<file path="src/rtl/bubble_page_receiver_if.sv">
// bubble_page_receiver_if: bubble data stream in, addressed byte writes and page status out.
// BUBBLE_RX_CHECKSUM_EN adds the page_checksum signal.
interface bubble_page_receiver_if #(
  parameter int ADDR_W = 7
);
  logic capture_enable;
  logic data_out_strobe;
  logic bubble_in_odd;
  logic bubble_in_even;
  logic byte_valid;
  logic [7:0] byte_data;
  logic [ADDR_W-1:0] byte_address;
  logic page_done;
  logic timeout_error;
  logic busy;
`ifdef BUBBLE_RX_CHECKSUM_EN
  logic [15:0] page_checksum;
  modport master (
    output capture_enable, data_out_strobe, bubble_in_odd, bubble_in_even,
    input byte_valid, byte_data, byte_address, page_done, timeout_error, busy, page_checksum
  );
  modport slave (
    input capture_enable, data_out_strobe, bubble_in_odd, bubble_in_even,
    output byte_valid, byte_data, byte_address, page_done, timeout_error, busy, page_checksum
  );
`else
  modport master (
    output capture_enable, data_out_strobe, bubble_in_odd, bubble_in_even,
    input byte_valid, byte_data, byte_address, page_done, timeout_error, busy
  );
  modport slave (
    input capture_enable, data_out_strobe, bubble_in_odd, bubble_in_even,
    output byte_valid, byte_data, byte_address, page_done, timeout_error, busy
  );
`endif
endinterface

</file>
<file path="src/rtl/bubble_page_receiver.sv">
// bubble_page_receiver: assembles odd/even bubble bit pairs into addressed page bytes.
// BUBBLE_RX_CHECKSUM_EN adds a running 16-bit page checksum output.
module bubble_page_receiver #(
  parameter int PAGE_BYTES = 64,
  parameter int ADDR_W = 7,
  parameter int TIMEOUT = 1023
) (
  input logic master_clock,
  input logic master_reset,
  bubble_page_receiver_if.slave bus
);
  typedef enum logic [1:0] {IDLE, ARMED, SHIFT, DONE} state_t;
  state_t state_q, state_d;
  logic [7:0] shift_q, shift_d, byte_data_q, byte_data_d, next_shift;
  logic [1:0] pair_q, pair_d;
  logic [ADDR_W-1:0] idx_q, idx_d, byte_address_q, byte_address_d;
  logic [15:0] cnt_q, cnt_d, cnt_inc;
  logic byte_valid_q, byte_valid_d, page_done_q, page_done_d;
  logic timeout_error_q, timeout_error_d, busy_q, busy_d;
  logic last_pair, last_byte;
`ifdef BUBBLE_RX_CHECKSUM_EN
  logic [15:0] page_checksum_q, page_checksum_d;
  assign bus.page_checksum = page_checksum_q;
`endif
  assign next_shift = {shift_q[5:0], bus.bubble_in_odd, bus.bubble_in_even};
  assign last_pair = pair_q == 2'd3;
  assign last_byte = idx_q == ADDR_W'(PAGE_BYTES - 1);
  assign cnt_inc = cnt_q + 16'd1;
  always_comb begin
    state_d = state_q;
    shift_d = shift_q;
    pair_d = pair_q;
    idx_d = idx_q;
    cnt_d = cnt_q;
    byte_valid_d = 1'b0;
    page_done_d = 1'b0;
    byte_data_d = byte_data_q;
    byte_address_d = byte_address_q;
    timeout_error_d = timeout_error_q;
`ifdef BUBBLE_RX_CHECKSUM_EN
    page_checksum_d = page_checksum_q;
`endif
    case (state_q)
      IDLE: if (bus.capture_enable) begin
        state_d = ARMED;
        pair_d = 2'd0;
        idx_d = '0;
        cnt_d = 16'd0;
        timeout_error_d = 1'b0;
`ifdef BUBBLE_RX_CHECKSUM_EN
        page_checksum_d = 16'd0;
`endif
      end
      ARMED, SHIFT: if (!bus.capture_enable) state_d = IDLE;
      else if (bus.data_out_strobe) begin
        // a strobe always beats a coincident timeout expiry
        state_d = SHIFT;
        shift_d = next_shift;
        pair_d = pair_q + 2'd1;
        cnt_d = 16'd0;
        if (last_pair) begin
          byte_valid_d = 1'b1;
          byte_data_d = next_shift;
          byte_address_d = idx_q;
          idx_d = idx_q + ADDR_W'(1);
`ifdef BUBBLE_RX_CHECKSUM_EN
          page_checksum_d = page_checksum_q + 16'(next_shift);
`endif
          if (last_byte) begin
            page_done_d = 1'b1;
            state_d = DONE;
          end
        end
      end else if (state_q == SHIFT) begin
        cnt_d = cnt_inc;
        if (cnt_inc == 16'(TIMEOUT)) begin
          timeout_error_d = 1'b1;
          state_d = IDLE;
        end
      end
      DONE: if (!bus.capture_enable) state_d = IDLE;
    endcase
    busy_d = state_d == ARMED || state_d == SHIFT;
  end
  always_ff @(posedge master_clock) begin
    if (master_reset) begin
      state_q <= IDLE;
      shift_q <= 8'h00;
      pair_q <= 2'd0;
      idx_q <= '0;
      cnt_q <= 16'd0;
      byte_valid_q <= 1'b0;
      page_done_q <= 1'b0;
      byte_data_q <= 8'h00;
      byte_address_q <= '0;
      timeout_error_q <= 1'b0;
      busy_q <= 1'b0;
`ifdef BUBBLE_RX_CHECKSUM_EN
      page_checksum_q <= 16'd0;
`endif
    end else begin
      state_q <= state_d;
      shift_q <= shift_d;
      pair_q <= pair_d;
      idx_q <= idx_d;
      cnt_q <= cnt_d;
      byte_valid_q <= byte_valid_d;
      page_done_q <= page_done_d;
      byte_data_q <= byte_data_d;
      byte_address_q <= byte_address_d;
      timeout_error_q <= timeout_error_d;
      busy_q <= busy_d;
`ifdef BUBBLE_RX_CHECKSUM_EN
      page_checksum_q <= page_checksum_d;
`endif
    end
  end
  assign bus.byte_valid = byte_valid_q;
  assign bus.byte_data = byte_data_q;
  assign bus.byte_address = byte_address_q;
  assign bus.page_done = page_done_q;
  assign bus.timeout_error = timeout_error_q;
  assign bus.busy = busy_q;
endmodule

</file>
<file path="src/flat_wrapper.sv">
// flat-port wrapper written by rule: the top's interface ports become plain ports
module bubble_page_receiver_flat 
#(
  parameter int PAGE_BYTES = 64,
  parameter int ADDR_W = 7,
  parameter int TIMEOUT = 1023
)
  (master_clock, master_reset, bus_capture_enable, bus_data_out_strobe, bus_bubble_in_odd, bus_bubble_in_even, bus_byte_valid, bus_byte_data, bus_byte_address, bus_page_done, bus_timeout_error, bus_busy);
  bubble_page_receiver_if #(.ADDR_W(ADDR_W)) bus_i ();
  input logic master_clock;
  input logic master_reset;
  input wire logic [$bits(bus_i.capture_enable)-1:0] bus_capture_enable;
  input wire logic [$bits(bus_i.data_out_strobe)-1:0] bus_data_out_strobe;
  input wire logic [$bits(bus_i.bubble_in_odd)-1:0] bus_bubble_in_odd;
  input wire logic [$bits(bus_i.bubble_in_even)-1:0] bus_bubble_in_even;
  output wire logic [$bits(bus_i.byte_valid)-1:0] bus_byte_valid;
  output wire logic [$bits(bus_i.byte_data)-1:0] bus_byte_data;
  output wire logic [$bits(bus_i.byte_address)-1:0] bus_byte_address;
  output wire logic [$bits(bus_i.page_done)-1:0] bus_page_done;
  output wire logic [$bits(bus_i.timeout_error)-1:0] bus_timeout_error;
  output wire logic [$bits(bus_i.busy)-1:0] bus_busy;
  assign bus_i.capture_enable = bus_capture_enable;
  assign bus_i.data_out_strobe = bus_data_out_strobe;
  assign bus_i.bubble_in_odd = bus_bubble_in_odd;
  assign bus_i.bubble_in_even = bus_bubble_in_even;
  assign bus_byte_valid = bus_i.byte_valid;
  assign bus_byte_data = bus_i.byte_data;
  assign bus_byte_address = bus_i.byte_address;
  assign bus_page_done = bus_i.page_done;
  assign bus_timeout_error = bus_i.timeout_error;
  assign bus_busy = bus_i.busy;
  bubble_page_receiver #(.PAGE_BYTES(PAGE_BYTES), .ADDR_W(ADDR_W), .TIMEOUT(TIMEOUT)) u_core (.master_clock(master_clock), .master_reset(master_reset), .bus(bus_i));
endmodule
</file>
<file path="config.mk">
export PLATFORM = sky130hd
export DESIGN_NAME = bubble_page_receiver_flat
export DESIGN_NICKNAME = d
export VERILOG_FILES = /design/src/rtl/bubble_page_receiver_if.sv /design/src/rtl/bubble_page_receiver.sv /design/src/flat_wrapper.sv
export SDC_FILE = /design/constraint.sdc
export NUM_CORES = 1
export LEC_CHECK = 0
export CAP_MARGIN = 20
export CORE_AREA = 2 2 83 85
export CTS_BUF_LIST = sky130_fd_sc_hd__clkbuf_4
export DETAILED_ROUTE_END_ITERATION = 10
export DIE_AREA = 0 0 85 87
export PLACE_DENSITY = 0.61
export SYNTH_ARGS = -nofsm -noshare
export SYNTH_HDL_FRONTEND = slang
export SYNTH_SLANG_ARGS = --single-unit
</file>
<file path="constraint.sdc">
create_clock -name master_clock -period 3 [get_ports master_clock]
set_input_delay 0.45 -clock master_clock [delete_from_list [all_inputs] [get_ports master_clock]]
set_output_delay 0.45 -clock master_clock [all_outputs]
set_load 0.05 [all_outputs]
</file>
## Word level (Yosys, flattened, before mapping)

Cells that the tools add are included.

- Memory bits (read-only): 0
- RAM bits: 0
- Memories: 0
- Register bits: 52
- Latch bits: 0
- Output and inout port bits: 19
- Input port bits: 6
- Logic and storage cells: 77

- Div/mod/pow operators: 0
- Multiply operators: 0
- $lt $le $gt $ge: 0
- $add $sub $neg: 3
- Equal/unequal tests: 16
- Multiplexer cells: 31
- Shift operators: 0
- Reductions and logical operators: 12
- Bitwise operators: 4

Operators with widths:

| kind | count |
|---|---|
| 2-to-1 mux 16 bit | 4 |
| one-hot mux 16 bit (2 select lines) | 1 |
| 2-to-1 mux 7 bit | 4 |
| 2-to-1 mux 2 bit | 10 |
| adder 16 x 1 -> 16 bit (second input constant) | 1 |
| == test 16 x 10 -> 1 bit (second input constant) | 1 |
| one-hot mux 7 bit (2 select lines) | 1 |
| AND reduction 4 bit | 3 |
| == test 2 bit (second input constant) | 4 |
| 2-to-1 mux 1 bit | 8 |
| != test 2 bit (second input constant) | 4 |
| adder 7 x 1 -> 7 bit (second input constant) | 1 |
| == test 7 x 6 -> 1 bit (second input constant) | 1 |
| != test 2 x 1 -> 1 bit (second input constant) | 3 |
| one-hot mux 2 bit (3 select lines) | 1 |
| AND reduction 6 bit | 1 |
| AND reduction 5 bit | 1 |
| OR reduction 5 bit | 1 |
| == test 2 x 1 -> 1 bit (second input constant) | 2 |
| NOT 1 bit | 4 |
| one-hot mux 2 bit (2 select lines) | 1 |
| OR reduction 4 bit | 1 |
| != test 3 x 2 -> 1 bit (second input constant) | 1 |
| AND reduction 3 bit | 1 |
| other kinds (6) | 6 |

## Depth between registers and ports, before layout

Gate-level depths: netlist of run 1.

- Depth after elaboration: 9
- Mapped depth: 10
- Mapped depth without buffers: 8

## Least setup slack after synthesis of run 1

OpenSTA, ideal clock, no wires.

- Path kind: flip-flop to flip-flop
- Start: register u_core.cnt_q[0]
- End: register u_core.busy_q (netlist: u_core.bus.busy)
- Path buffers: 0
- Clock period less this slack: 2.238 ns
- Library setup time: 0.074 ns
- Data required time: 2.926 ns
- Slack: 0.762 ns
- Data arrival time: 2.163 ns
- Cell stages (with the launch flop): 8
- Cell sequence: dfxtp_1 ha_1 nand3_1 nor4_1 mux2i_1 nand2_1 or4_1 a31oi_1

- Word-level cells in the longest chain between the ends: 9
- Elaborated cells on any way between the ends: 10
- Those cells by class: 1 x add/sub; 3 x eq/ne; 5 x mux; 1 x reduce/logical

RTL lines:

| item | line | text |
|---|---|---|
| start, declared | bubble_page_receiver.sv:17 | `logic [15:0] cnt_q, cnt_d, cnt_inc;` |
| start signal, assigned | bubble_page_receiver.sv:106 | `cnt_q <= cnt_d;` |
| adder 16 x 1 -> 16 bit (*) | bubble_page_receiver.sv:28 | `assign cnt_inc = cnt_q + 16'd1;` |
| == test 16 x 10 -> 1 bit (*) | bubble_page_receiver.sv:76 | `if (cnt_inc == 16'(TIMEOUT)) begin` |
| 2-to-1 mux 2 bit (*) | bubble_page_receiver.sv:76 |  |
| 2-to-1 mux 2 bit (*) | bubble_page_receiver.sv:74 | `end else if (state_q == SHIFT) begin` |
| 2-to-1 mux 2 bit (*) | bubble_page_receiver.sv:55 | `else if (bus.data_out_strobe) begin` |
| 2-to-1 mux 2 bit (*) | bubble_page_receiver.sv:54 | `ARMED, SHIFT: if (!bus.capture_enable) state_d = IDLE;` |
| one-hot mux 2 bit (3 select lines) (*) | bubble_page_receiver.sv:43 | `case (state_q)` |
| == test 2 x 1 -> 1 bit or == test 2 bit (tied branches) | bubble_page_receiver.sv:83 | `busy_d = state_d == ARMED \|\| state_d == SHIFT;` |
| logical OR 1 bit (*) | bubble_page_receiver.sv:83 |  |
| end signal, assigned | bubble_page_receiver.sv:112 | `busy_q <= busy_d;` |
| end, declared | bubble_page_receiver.sv:19 | `logic timeout_error_q, timeout_error_d, busy_q, busy_d;` |

Mark *: on every way between the ends. The rest lies on a longest branch, timed or not.
A chain may end at the register's enable or synchronous reset.

## Worst setup path in the final report of run 1

Ends and elaborated chain as after synthesis.

==> results of run 1 <==
-- registers in the layout, indices dropped and copies added, names as in the netlist --
signal,cells
u_core.bus.timeout_error,1
u_core.bus.busy,1
u_core.cnt_q,16
u_core.state_q,2
u_core.pair_q,2
u_core.bus.page_done,1
u_core.idx_q,7
u_core.bus.byte_address,7
u_core.shift_q,6
u_core.bus.byte_data,8
u_core.bus.byte_valid,1
-- cell usage in the layout (no fill, tap or decap), drive strengths merged, types with 3 or more instances in the layout --
master          n
nand2          62
dfxtp          52
a21oi          42
nor2           36
clkdlybuf4s50  24
nand3          14
o21ai          13
nor3            9
nand4           9
ha              8
buf             7
and3            6
nor4            6
clkbuf          6
inv             6
a31oi           5
xnor2           5
xor2            5
nand2b          4
or3             4
nand3b          3
a311oi          3
a211oi          3
-- power groups by stage --
stage          Combinational (mW)  Sequential (mW)  Clock, mW
6_report                    0.112            0.705      0.419
5_1_grt                     0.125            0.707      0.456
4_1_cts                     0.112            0.706      0.437
3_5_place_dp                0.111            0.720          0
3_3_place_gp                0.110            0.720          0
2_1_floorplan              0.0667            0.728          0
-- critical path, cell delays in order (launching register included) --
cell and delay (ps):
dfxtp_1 460, ha_1 310, nand3_1 220, nor4_1 370, mux2i_1 330, nand2_1 110
or4_1 510, a31oi_1 180
-- worst paths after layout --
kind	to	slack [ps]
hold reg to reg	u_core.bus.byte_data[6]	460
setup / recovery	u_core.bus.busy	450
setup reg to reg	u_core.bus.busy	450
hold / removal	u_core.bus.byte_data[6]	460
-- area by class of cell --
class	count	area share, %
Multi-Input combinational cell	266	49.6
Sequential cell	52	34.2
Timing Repair Buffer	31	9.61
Tap cell	80	3.29
Clock buffer	6	1.48
Clock inverter	2	1.27
Inverter	5	0.616
-- routing by layer --
| metal | vias to the layer above | track usage (%) | routed length [um] |
|---|---|---|---|
| li1 | 1237 | - | - |
| met1 | 1147 | 23.0 | 3020 |
| met2 | 43 | 26.3 | 2750 |
| met3 | 7 | 3.13 | 215 |
| met4 | 0 | 5.19 | 82 |
| met5 | - | 0 | 0 |
-- stage by stage --
stage / area (um^2) / instances / utilization (%)
5_1_grt: 3050 / 442 / 46.4
6_report: 3050 / 442 / 46.4
4_1_cts: 3050 / 442 / 46.4
3_5_place_dp: 2960 / 434 / 45.1
3_3_place_gp: 2960 / 434 / 45.1
2_1_floorplan: 2660 / 345 / -
-- cells by family (layout without fill, tap and decap cells) --
| family | after synthesis | after routing | share of synthesized area [%] |
|---|---|---|---|
| AO/OA/AOI/OAI | 81 | 81 | 17.9 |
| XOR/XNOR | 10 | 10 | 3.57 |
| adder cells (fa/ha/maj) | 8 | 8 | 3.76 |
| buffers and inverters | 27 | 44 | 4.23 |
| flip-flops | 52 | 52 | 39.1 |
| multiplexers | 4 | 4 | 1.60 |
| AND/OR/NAND/NOR | 163 | 163 | 29.8 |
==> flow_summary.toml, run 1 <==
[critical_path]
r2r-start = "u_core.cnt_q[0]"
endpoint_kind = "flip-flop"
critPathLaunch = "u_core.cnt_q[0]"
worst-path-max-fanout = 7
worstRegToRegCells = 7
worstSetupPathType = "flip-flop to flip-flop"
worst_ep_required_time_ps = 3300
cp.arrival_ps = 2860
critPathLaunchType = "flip-flop"

[final_layout]
seqCellArea_um2 = 1040
multi_input_area_um2 = 1510
nets = 375
syn_to_final_growth_pct = 14.4
antenna_cells = 0
drive_gt1_share_pct = 6.91
fillers = 646

[grt]
grt_usage_pct = 16.6
grt_pass1_wl_um = 10100
antenna_found_initial = 0
grt_max_degree = 48
grt_pass1_vias = 2153
grt-ovfl-total = 0

[pwr]
p_switching_uw = 308
power_frac_clock_pct = 33.9
netSwitchingFraction_pct = 24.9
seq_power_share_pct = 57.1
internal_power_uw = 928
worst_ir_drop_vdd_uv = 199
total_power_mw = 1.24
powerDensity_nw_per_um2 = 406
p_leak_nw = 1.05
p_comb_share_pct = 9.1

[sta]
setup-tns-final_ps = 0
drv_slew = 0
setup_viol = 0
worstMarginPinSlew_ps = 529
fmaxAchievable_mhz = 391
fin_crit_ps = 2550
period_share_pct = 85.2
clock_skew_ps = 9.58
hold_violations = 0
holdWs_ps = 461
layout_setup_ws_ps = 445
relSlewSlack_pct = 64.5
rsz0062_at_grt = "no"

[floorplan]
die_x_um = 85
row_count = 30
fp.dieH_um = 87
fp.coreArea_um2 = 6570
die_area_um2 = 7400
io_pins = 25
start_util_pct = 40.6

[drt]
drc = 0
drt-initial-drc-count = 122
drtAntennaViolNets = 0
dr.pass1.iters = 4
route.vias.total = 2434
routedWlPerCell_um = 13.7
via_per_inst = 5.51
wirelength_um = 6070

[synthesis]
synthTopCellsByArea = "dfxtp_1 (39%), nand2_1 (8.7%), a21oi_1 (7.9%)"
yosysSeqAreaShare_pct = 39.1
synth_cell_type_count = 51
synth_largest_area_cell = "dfxtp_1"
netlist_top_cells_count = "nand2_1 (62), dfxtp_1 (52), a21oi_1 (42), nor2_1 (36), clkbuf_1 (16)"
synthArstFlopShare_pct = 0
yosysWarningCount = 0
yosys_register_bits = 52
synth.most_common_cell = "nand2_1"
netlist.area_leader.share_pct = 39.1
avgSynthCellArea_um2 = 7.72
synth_ff_type = "dfxtp_1"
synth_area_um2 = 2660
synth_nets = 359
postSynthCellCount = 345
synth_edf_count = 0

[hold_path]
hold_start = "u_core.shift_q[4]"
hold_path_depth = 2
hold_class = "flip-flop to flip-flop"

[place]
port_buffers = 24
place_congestion = 0.787
dp_hpwl_um = 4180
place_ws_ps = 509

[cts]
cts_tree = "built"
post_cts_resized = 0
cts-root-buf = "clkbuf_4"
cts_setup_buffers = 0
cts_buffers = 5
cts_sinks = 52
clk_latency_ps = 370
clockBufferDepth = 2
htreeDepth = 2
clk_pin_slew_ps = 160
postCtsHoldBufs = 0

[outcome]
outcome = "completed"

[run]
drv_cap = 0
No activity file was read; power rests on OpenSTA's default activity.
==> run 2: changes to the inputs <==
--- a/config.mk
+++ b/config.mk
@@ -10,7 +10,7 @@
 export CTS_BUF_LIST = sky130_fd_sc_hd__clkbuf_4
 export DETAILED_ROUTE_END_ITERATION = 10
 export DIE_AREA = 0 0 85 87
-export PLACE_DENSITY = 0.61
+export PLACE_DENSITY_LB_ADDON = 0.05
 export SYNTH_ARGS = -nofsm -noshare
 export SYNTH_HDL_FRONTEND = slang
 export SYNTH_SLANG_ARGS = --single-unit
==> flow_summary.toml, run 2 (synthesis results as in run 1) <==
[outcome]
outcome = "completed"

[sta]
hold_violations = 0
rsz0062_at_grt = "no"
fmaxAchievable_mhz = 400
setup_viol = 0
fin_crit_ps = 2500
period_share_pct = 83.4
setup-tns-final_ps = 0
worstMarginPinSlew_ps = 564
layout_setup_ws_ps = 498
relSlewSlack_pct = 62.1
clock_skew_ps = 13.1
drv_slew = 0

[floorplan]
start_util_pct = 40.6
die_x_um = 85
fp.coreArea_um2 = 6570
fp.dieH_um = 87
io_pins = 25
row_count = 30
die_area_um2 = 7400

[drt]
drtAntennaViolNets = 0
drc = 0
route.vias.total = 2377
via_per_inst = 5.38
dr.pass1.iters = 4
drt-initial-drc-count = 98
wirelength_um = 6220
routedWlPerCell_um = 14.1

[final_layout]
top_register = "u_core.cnt_q"
final_common_cell = "nand2_1"
antenna_cells = 0
syn_to_final_growth_pct = 14.0
utilization_pct = 46.2
largest_reg_flops = 16
drive_gt1_share_pct = 7.18
fillers = 691
layout_common_cells = "nand2_1 (62), dfxtp_1 (52), a21oi_1 (42)"
nets = 375
finalNonFillerCells = 442

[cts]
cts-root-buf = "clkbuf_4"
clk_latency_ps = 370
clockBufferDepth = 2
htreeDepth = 2
postCtsHoldBufs = 0
post_cts_resized = 0
clk_pin_slew_ps = 150
cts_setup_buffers = 0
cts_buffers = 5
cts_sinks = 52
cts_tree = "built"

[place]
dp_hpwl_um = 4380
place_ws_ps = 520
port_buffers = 24
dpl.cell_count = 434
place_congestion = 0.844

[pwr]
total_power_mw = 1.22
netSwitchingFraction_pct = 24.5
seq_power_share_pct = 57.7
p_comb_share_pct = 9.0
worst_ir_drop_vdd_uv = 219
internal_power_uw = 923
p_switching_uw = 299
p_leak_nw = 1.05
powerDensity_nw_per_um2 = 402
power_frac_clock_pct = 33.3

[hold_path]
hold_class = "input pin to flip-flop"

[grt]
grt-ovfl-total = 0
grt_max_degree = 33
grt_usage_pct = 18.0
antenna_found_initial = 0
grt_pass1_wl_um = 10900
grt_pass1_vias = 2267

[critical_path]
worst-path-max-fanout = 7
worstSetupPathType = "flip-flop to flip-flop"
cp_num_buf_inv = 0
path_cells = "ha_1 > nand3_1 > nor4_1 > mux2i_1 > nand2_1 > or4_1 > a31oi_1"
worst_ep_required_time_ps = 3310
endpoint_kind = "flip-flop"
slowest_delay_ps = 500
slowest_stage = "or4_1"
crit_family = "simple AND/OR/NAND/NOR gates"
critPathLaunchType = "flip-flop"
cp.arrival_ps = 2810

[run]
drv_cap = 0
==> run 2: through the flow <==
step | hold WS, ps | area [um^2]
2_1_floorplan | 432 | 2660
3_3_place_gp | 444 | 2960
3_5_place_dp | 447 | 2960
4_1_cts | 441 | 3040
5_1_grt | 438 | 3040
6_report | 449 | 3040
==> run 2: power groups by stage <==
stage	clock network, mW	registers [mW]	logic (mW)
5_1_grt	0.454	0.708	0.123
4_1_cts	0.425	0.706	0.111
3_3_place_gp	0	0.721	0.111
3_5_place_dp	0	0.721	0.111
6_report	0.407	0.706	0.110
2_1_floorplan	0	0.728	0.0667
==> run 2: per-layer routing <==
layer | wire length (um) | part of all wire (%) | global-route usage [%] | up-vias
li1 | - | - | - | 1245
met5 | 0 | 0 | 0 | -
met4 | 57 | 0.92 | 4.91 | 0
met3 | 175 | 2.8 | 3.51 | 6
met1 | 3000 | 48 | 22.7 | 1098
met2 | 2990 | 48 | 31.3 | 28
==> run 2: layout make-up <==
cell class | instances | area, um^2 | share of cell area (%)
sequential | 52 | 1040 | 34.3
inverter | 5 | 18.8 | 0.618
tap | 80 | 100 | 3.29
multi-input combinational | 266 | 1510 | 49.7
timing repair buffer | 31 | 288 | 9.47
clock buffer | 6 | 45.0 | 1.48
clock inverter | 2 | 35.0 | 1.15
==> run 2: final timing paths <==
check	cells past startpoint	start	slack (ps)	end
worst min-delay path	2	master_reset	450	u_core.cnt_q[15]
worst max-delay path	7	u_core.cnt_q[0]	500	u_core.bus.busy
worst max register to register	7	u_core.cnt_q[0]	500	u_core.bus.busy
worst min register to register	2	u_core.bus.byte_data[7]	460	u_core.bus.byte_data[7]
==> run 2: worst register-to-register path: stages, from the launching register on <==
cell and delay [ps]:
dfxtp_1 470, ha_1 310, nand3_1 210, nor4_1 370, mux2i_1 330, nand2_1 100, or4_1 500, a31oi_1 160
